File: config.mk
export PLATFORM = sky130hd
export DESIGN_NAME = wavetable_fetch_sched_flat
export DESIGN_NICKNAME = d
export VERILOG_FILES = /design/src/rtl/wavetable_fetch_sched_if.sv /design/src/rtl/wavetable_fetch_sched.sv /design/src/flat_wrapper.sv
export SDC_FILE = /design/constraint.sdc
export NUM_CORES = 1
export LEC_CHECK = 0
export CORE_MARGIN = 5
export CORE_UTILIZATION = 28
export DETAILED_ROUTE_END_ITERATION = 6
export GPL_ROUTABILITY_DRIVEN = 0
export PLACE_DENSITY = 0.67
export SLEW_MARGIN = 25
export SYNTH_ARGS = -nofsm -noshare
export SYNTH_HDL_FRONTEND = slang
export SYNTH_SLANG_ARGS = --single-unit
File: constraint.sdc
create_clock -name clk -period 2.5 [get_ports clk]
set_clock_uncertainty 0.2 [all_clocks]
set_input_delay 0.25 -clock clk [delete_from_list [all_inputs] [get_ports clk]]
set_output_delay 0.25 -clock clk [all_outputs]
set_load 0.05 [all_outputs]
File: src/rtl/wavetable_fetch_sched_if.sv
`default_nettype none
// ============================================================================
//  Module   : wavetable_fetch_sched_if
//  Brief    : Voice read-request and host table-load bus of the wavetable
//             fetch scheduler.
//  Revision : 1.0 - initial release
// ============================================================================
interface wavetable_fetch_sched_if #(
    parameter int NVOICE = 4,
    parameter int VW     = 2
) ();
    logic [NVOICE-1:0]   req;
    logic [NVOICE*9-1:0] req_addr;
    logic [NVOICE-1:0]   gnt;
    logic [15:0]         rd_data;
    logic                rd_valid;
    logic [VW-1:0]       rd_voice;
    logic                wr_req;
    logic [8:0]          wr_addr;
    logic [15:0]         wr_data;
    logic                wr_ack;

    // Requesters (voices + host) drive the master side.
    modport master (
        output req, req_addr, wr_req, wr_addr, wr_data,
        input  gnt, rd_data, rd_valid, rd_voice, wr_ack
    );

    modport slave (
        input  req, req_addr, wr_req, wr_addr, wr_data,
        output gnt, rd_data, rd_valid, rd_voice, wr_ack
    );
endinterface
`default_nettype wire

File: src/rtl/wavetable_fetch_sched.sv
`default_nettype none
// ============================================================================
//  Module   : wavetable_fetch_sched
//  Brief    : Shares one 512x16 single-port wavetable RAM between NVOICE
//             round-robin voice readers and a host write port.
//  Revision : 1.0 - initial release
// ============================================================================
module wavetable_fetch_sched #(
    parameter int NVOICE = 4,
    parameter int VW     = 2
) (
    input  wire logic                   clk,
    input  wire logic                   rst,
    wavetable_fetch_sched_if.slave      bus,
    output logic [8:0]                  ram_addr,
    output logic [15:0]                 ram_wdata,
    input  wire logic [15:0]            ram_rdata,
    output logic                        ram_ce,
    output logic                        ram_we,
    output logic                        ram_re
);

    typedef enum logic [1:0] {
        IDLE     = 2'd0,
        RD_ISSUE = 2'd1,
        RD_CAPT  = 2'd2,
        WR       = 2'd3
    } state_t;

    state_t         state_q, state_d;
    logic [8:0]     addr_q, addr_d;
    logic [15:0]    wdata_q, wdata_d;
    logic [VW-1:0]  vsel_q, vsel_d;
    logic [VW-1:0]  rr_ptr_q, rr_ptr_d;
    logic           last_wr_q, last_wr_d;
    logic [15:0]    rd_data_q, rd_data_d;
    logic [VW-1:0]  rd_voice_q, rd_voice_d;
    logic           rd_valid_q, rd_valid_d;

    logic           w_pick_found;
    logic [VW-1:0]  w_pick_idx;
    logic [8:0]     w_pick_addr;

    // Round-robin search starting just after the last served voice.
    always_comb begin
        w_pick_found = 1'b0;
        w_pick_idx   = '0;
        for (int i = 1; i <= NVOICE; i++) begin
            if (!w_pick_found && bus.req[(int'(rr_ptr_q) + i) % NVOICE]) begin
                w_pick_found = 1'b1;
                w_pick_idx   = VW'((int'(rr_ptr_q) + i) % NVOICE);
            end
        end
    end

    assign w_pick_addr = bus.req_addr[9*int'(w_pick_idx) +: 9];

    always_comb begin
        state_d    = state_q;
        addr_d     = addr_q;
        wdata_d    = wdata_q;
        vsel_d     = vsel_q;
        rr_ptr_d   = rr_ptr_q;
        last_wr_d  = last_wr_q;
        rd_data_d  = rd_data_q;
        rd_voice_d = rd_voice_q;
        rd_valid_d = 1'b0;
        unique case (state_q)
            IDLE: begin
                // A write yields only to waiting reads right after another write.
                if (bus.wr_req && (!last_wr_q || bus.req == '0)) begin
                    addr_d  = bus.wr_addr;
                    wdata_d = bus.wr_data;
                    state_d = WR;
                end else if (w_pick_found) begin
                    addr_d   = w_pick_addr;
                    vsel_d   = w_pick_idx;
                    rr_ptr_d = w_pick_idx;
                    state_d  = RD_ISSUE;
                end
            end
            WR: begin
                last_wr_d = 1'b1;
                state_d   = IDLE;
            end
            RD_ISSUE: begin
                last_wr_d = 1'b0;
                state_d   = RD_CAPT;
            end
            RD_CAPT: begin
                rd_data_d  = ram_rdata;
                rd_voice_d = vsel_q;
                rd_valid_d = 1'b1;
                state_d    = IDLE;
            end
            default: state_d = IDLE;
        endcase
    end

    always_ff @(posedge clk or posedge rst) begin
        if (rst) begin
            state_q    <= IDLE;
            addr_q     <= '0;
            wdata_q    <= '0;
            vsel_q     <= '0;
            rr_ptr_q   <= VW'(NVOICE - 1);
            last_wr_q  <= 1'b0;
            rd_data_q  <= '0;
            rd_voice_q <= '0;
            rd_valid_q <= 1'b0;
        end else begin
            state_q    <= state_d;
            addr_q     <= addr_d;
            wdata_q    <= wdata_d;
            vsel_q     <= vsel_d;
            rr_ptr_q   <= rr_ptr_d;
            last_wr_q  <= last_wr_d;
            rd_data_q  <= rd_data_d;
            rd_voice_q <= rd_voice_d;
            rd_valid_q <= rd_valid_d;
        end
    end

    // RAM strobes decode straight from the state register, so an async
    // reset removes them without waiting for a clock edge.
    assign ram_addr  = addr_q;
    assign ram_wdata = wdata_q;
    assign ram_ce    = (state_q == WR) || (state_q == RD_ISSUE);
    assign ram_we    = (state_q == WR);
    assign ram_re    = (state_q == RD_ISSUE);

    always_comb begin
        bus.gnt = '0;
        if (state_q == RD_ISSUE) begin
            bus.gnt[vsel_q] = 1'b1;
        end
    end

    assign bus.wr_ack   = (state_q == WR);
    assign bus.rd_data  = rd_data_q;
    assign bus.rd_voice = rd_voice_q;
    assign bus.rd_valid = rd_valid_q;

endmodule
`default_nettype wire

File: src/flat_wrapper.sv
// flat-port wrapper written by rule: the top's interface ports become plain ports
module wavetable_fetch_sched_flat 
#(
    parameter int NVOICE = 4,
    parameter int VW     = 2
)
  (clk, rst, ram_addr, ram_wdata, ram_rdata, ram_ce, ram_we, ram_re, bus_req, bus_req_addr, bus_wr_req, bus_wr_addr, bus_wr_data, bus_gnt, bus_rd_data, bus_rd_valid, bus_rd_voice, bus_wr_ack);
  wavetable_fetch_sched_if #(.NVOICE(NVOICE), .VW(VW)) bus_i ();
  input  wire logic clk;
  input  wire logic rst;
  output logic [8:0] ram_addr;
  output logic [15:0] ram_wdata;
  input  wire logic [15:0] ram_rdata;
  output logic ram_ce;
  output logic ram_we;
  output logic ram_re;
  input wire logic [$bits(bus_i.req)-1:0] bus_req;
  input wire logic [$bits(bus_i.req_addr)-1:0] bus_req_addr;
  input wire logic [$bits(bus_i.wr_req)-1:0] bus_wr_req;
  input wire logic [$bits(bus_i.wr_addr)-1:0] bus_wr_addr;
  input wire logic [$bits(bus_i.wr_data)-1:0] bus_wr_data;
  output wire logic [$bits(bus_i.gnt)-1:0] bus_gnt;
  output wire logic [$bits(bus_i.rd_data)-1:0] bus_rd_data;
  output wire logic [$bits(bus_i.rd_valid)-1:0] bus_rd_valid;
  output wire logic [$bits(bus_i.rd_voice)-1:0] bus_rd_voice;
  output wire logic [$bits(bus_i.wr_ack)-1:0] bus_wr_ack;
  assign bus_i.req = bus_req;
  assign bus_i.req_addr = bus_req_addr;
  assign bus_i.wr_req = bus_wr_req;
  assign bus_i.wr_addr = bus_wr_addr;
  assign bus_i.wr_data = bus_wr_data;
  assign bus_gnt = bus_i.gnt;
  assign bus_rd_data = bus_i.rd_data;
  assign bus_rd_valid = bus_i.rd_valid;
  assign bus_rd_voice = bus_i.rd_voice;
  assign bus_wr_ack = bus_i.wr_ack;
  wavetable_fetch_sched #(.NVOICE(NVOICE), .VW(VW)) u_core (.clk(clk), .rst(rst), .bus(bus_i), .ram_addr(ram_addr), .ram_wdata(ram_wdata), .ram_rdata(ram_rdata), .ram_ce(ram_ce), .ram_we(ram_we), .ram_re(ram_re));
endmodule
==> metrics.md <==
| Metric | Value |
|---|---|
| Top cells by area, synth | `dfrtp_1 (51%), mux2_2 (16%), a211oi_2 (4.2%)` |
| DR WL/cell | `about 15 µm` |
| Finish-stage setup viols | `0` |
| HP Class | `input port to async pin` |
| Die Wd | `103 µm` |
| Fillers | `765` |
| Crit path time final | `2300 ps` |
| Syn Area/Cell | `12.2 µm²` |
| Number of synthesized flops with an enable pin | `0` |
| Post-synthesis simple-gate area fraction | `7.73%` |
| # H-tree levels | `2` |
| Synth async-reset ratio | `between 90% and 100%` |
| First-pass iteration count of the detailed router | `2` |
| Netlist cell types | `34` |
| Worst-Skew Late Latency | `290 ps` |
| Dpl cells | `between 400 and 500` |
| Syn nets | `roughly 280` |
| Fmax | `0.434 GHz` |
| Vias per std cell | `~4.7` |
| Vias in the first global route | `2227` |
| Die area | `0.0106 mm²` |
| Max VDD drop | `506 µV` |
| RSZ-0062 raised after global routing | `false` |
| Root buffer cell | `clkbuf_8` |
| DP Worst Slack | `-21.6 ps` |
| CTS tree | `built` |
| Beginning of the critical path | `u_core.state_q[0]` |
| Critical path data arrival time | `1850 ps` |
| First-pass GRT wire length | `10800 µm` |
| Slew headroom | `64.0%` |
| Slew Limit Fails | `0` |
| Number of nets in the layout | `418` |
| Num rows | `33` |
| Post-Syn Area | `0.00241 mm²` |
| Post-synthesis compound-gate area fraction | `approximately 18%` |
| R2R setup slack | `410 ps` |
| Initial antenna violation count | `0` |
| Kind of critical path | `flop to primary output` |
| Startpoint types | `flop` |
| Buffers on Ports | `135` |
| Yosys warns | `0` |
| Leak | `1.58 nW` |
| Ys flop type | `dfrtp_1` |
| Post-CTS Setup Inserts | `0` |
| Largest family of logic cells by synthesized area | `compound AO/OA/AOI/OAI gates` |
| Post-DRT Antenna Nets | `0` |
| Post-synthesis xor/xnor area fraction | `0%` |
| Vias | `~2000` |
| Final worst slack | `195 ps` |
| Post-Synth Adder-Cell Area | `0%` |
| Clock Sinks | `51` |
| Ant diodes | `0` |
| Setup tns final | `0 ps` |
| GRT Total Usage | `13.0%` |
| Status | `complete, no violations` |
| Top cell type's share of synthesized area | `50.9%` |
| Final global-route overflow total | `0` |
| Reg2reg end | `u_core.ram_addr[4]` |
| Largest net degree at the start of global routing | `29` |
| Area Growth Syn to Fin | `65.9%` |
| I/O Pins | `between 100 and 150` |
| Max FO, Critical Path | `7` |
| Worst path required time | `around 2000 ps` |
| Die Y | `103 µm` |
| Core Region | `0.00830 mm²` |
| Reg-to-reg startpoint | `u_core.rr_ptr_q[1]` |
| Worst r2r path cells | `6` |
| Layout cells sized above 1 | `23.4%` |
| Max-cap viol count | `0` |
| Final Hold Fails | `0` |
| Post-DP HPWL | `5530 µm` |
| Post-synthesis mux area share | `16.8%` |
| CTS Buf Count | `5` |
| CTS clk-pin slew, worst paths | `about 90 ps` |
| Iter 0 DRT Violations | `14` |
| Starting Density | `29.1%` |
| Number of synthesized register bits | `51` |
| Residual DRC count | `0` |
| Worst Tran Pin Value | `539 ps` |
| Synth area leader | `dfrtp_1` |
| Post-Synthesis Cells | `197` |
| Fin cells | `439` |
| Sequential element share of the synthesized area | `53.0%` |
| Crit. End Element | `primary output` |
| Clock Path Buffers | `2` |
| Post-Route WL | `between 6000 and 7000 µm` |
| Power Density | `around 1400 mW/mm²` |
| Period utilisation layout | `92.2%` |
## worst max-delay path by stage
| stage | slack (ps) | depth (start not counted) | end |
|---|---|---|---|
| 2_1_floorplan | 6 | 3 | bus_gnt[1] |
| 4_1_cts | 120 | 6 | u_core.ram_addr[4] |
| 6_report | 200 | 2 | ram_re |
| 3_3_place_gp | 50 | 7 | u_core.ram_addr[7] |
| 3_5_place_dp | -20 | 7 | u_core.ram_addr[4] |
| 5_1_grt | 110 | 2 | ram_re |
## cell type report
type                       instances  area, µm²  area share [%]
multi-input combinational        128       1030            25.9
inverter                           3       11.3           0.282
clock buffer                       6       72.6            1.81
sequential                        51       1280            32.0
timing repair buffer             145       1440            36.0
tap                              105        131            3.28
clock inverter                     1       30.0           0.751
## power breakdown
group	leakage, nW	total [mW]	switching [mW]	internal [mW]
Combinational	0.937	3.67	2.24	1.43
Clock	0.0513	0.541	0.247	0.294
Sequential	0.594	1.51	0.246	1.26
Total	1.58	5.73	2.74	2.99
## state kept, by name, summed over array words and instances (netlist names)
register / count
u_core.bus.rd_data: 16
u_core.ram_wdata: 16
u_core.ram_addr: 9
u_core.bus.rd_voice: 2
u_core.rr_ptr_q: 2
u_core.state_q: 2
u_core.vsel_q: 2
u_core.bus.rd_valid: 1
u_core.last_wr_q: 1
## per-layer routing
layer / global-route usage [%] / wire [µm]
met1: 15.9 / 2770
met2: 22.2 / 3270
met3: 4.60 / 708
met4: 2.69 / 55
met5: 0 / 0
## repair_timing
action                     in CTS  in global routing
hold buffers                    0                  0
resized for setup               0                  1
setup endpoints to repair       0                  3
## synthesized netlist by cell type, types with 2 or more instances
| cell | number |
|---|---|
| a211oi_2 | 8 |
| nor3b_1 | 2 |
| nand2_1 | 11 |
| a21oi_1 | 12 |
| dfstp_2 | 2 |
| inv_1 | 3 |
| clkbuf_1 | 6 |
| buf_4 | 2 |
| dfrtp_1 | 49 |
| buf_6 | 3 |
| buf_2 | 2 |
| o22ai_1 | 10 |
| nand2b_1 | 4 |
| nor2_1 | 7 |
| mux2_2 | 35 |
| a211oi_1 | 10 |
| o21ai_0 | 3 |
| o21a_1 | 11 |
| nor2b_1 | 2 |
## cells by family after synthesis
family,after synthesis
compound gates,58
buf+inv,18
flops,51
mux,36
simple gates,34
## metrics by stage
stage	hold WS, ps	cell area, µm²	power, mW	util (%)
global placement	289	3890	5.20	46.9
global route	165	4000	6.05	48.2
detailed placement	293	3890	5.26	46.9
CTS	119	4000	5.82	48.2
finish	111	4000	5.73	48.2
floorplan	189	2420	4.04	-
## worst max-delay path, cell delays in order, from the launching register on
cell             delay, ps
dfrtp_1                460
nor2b_1                260
clkdlybuf4s50_1        850
## cells in the final DEF (no fill, tap or decap), types with 3 or more instances in the layout
cell             count
dfrtp_1             49
o21a_1              11
o21ai_0              3
a21oi_1             12
nand2_1             11
clkdlybuf4s50_1    131
mux2_2              35
clkbuf_8             5
a211oi_2             8
o22ai_1             10
nor2_1               6
a211oi_1            10
nand2b_1             4
buf_4               12
Note: power is estimated with default switching activity, not from simulation.
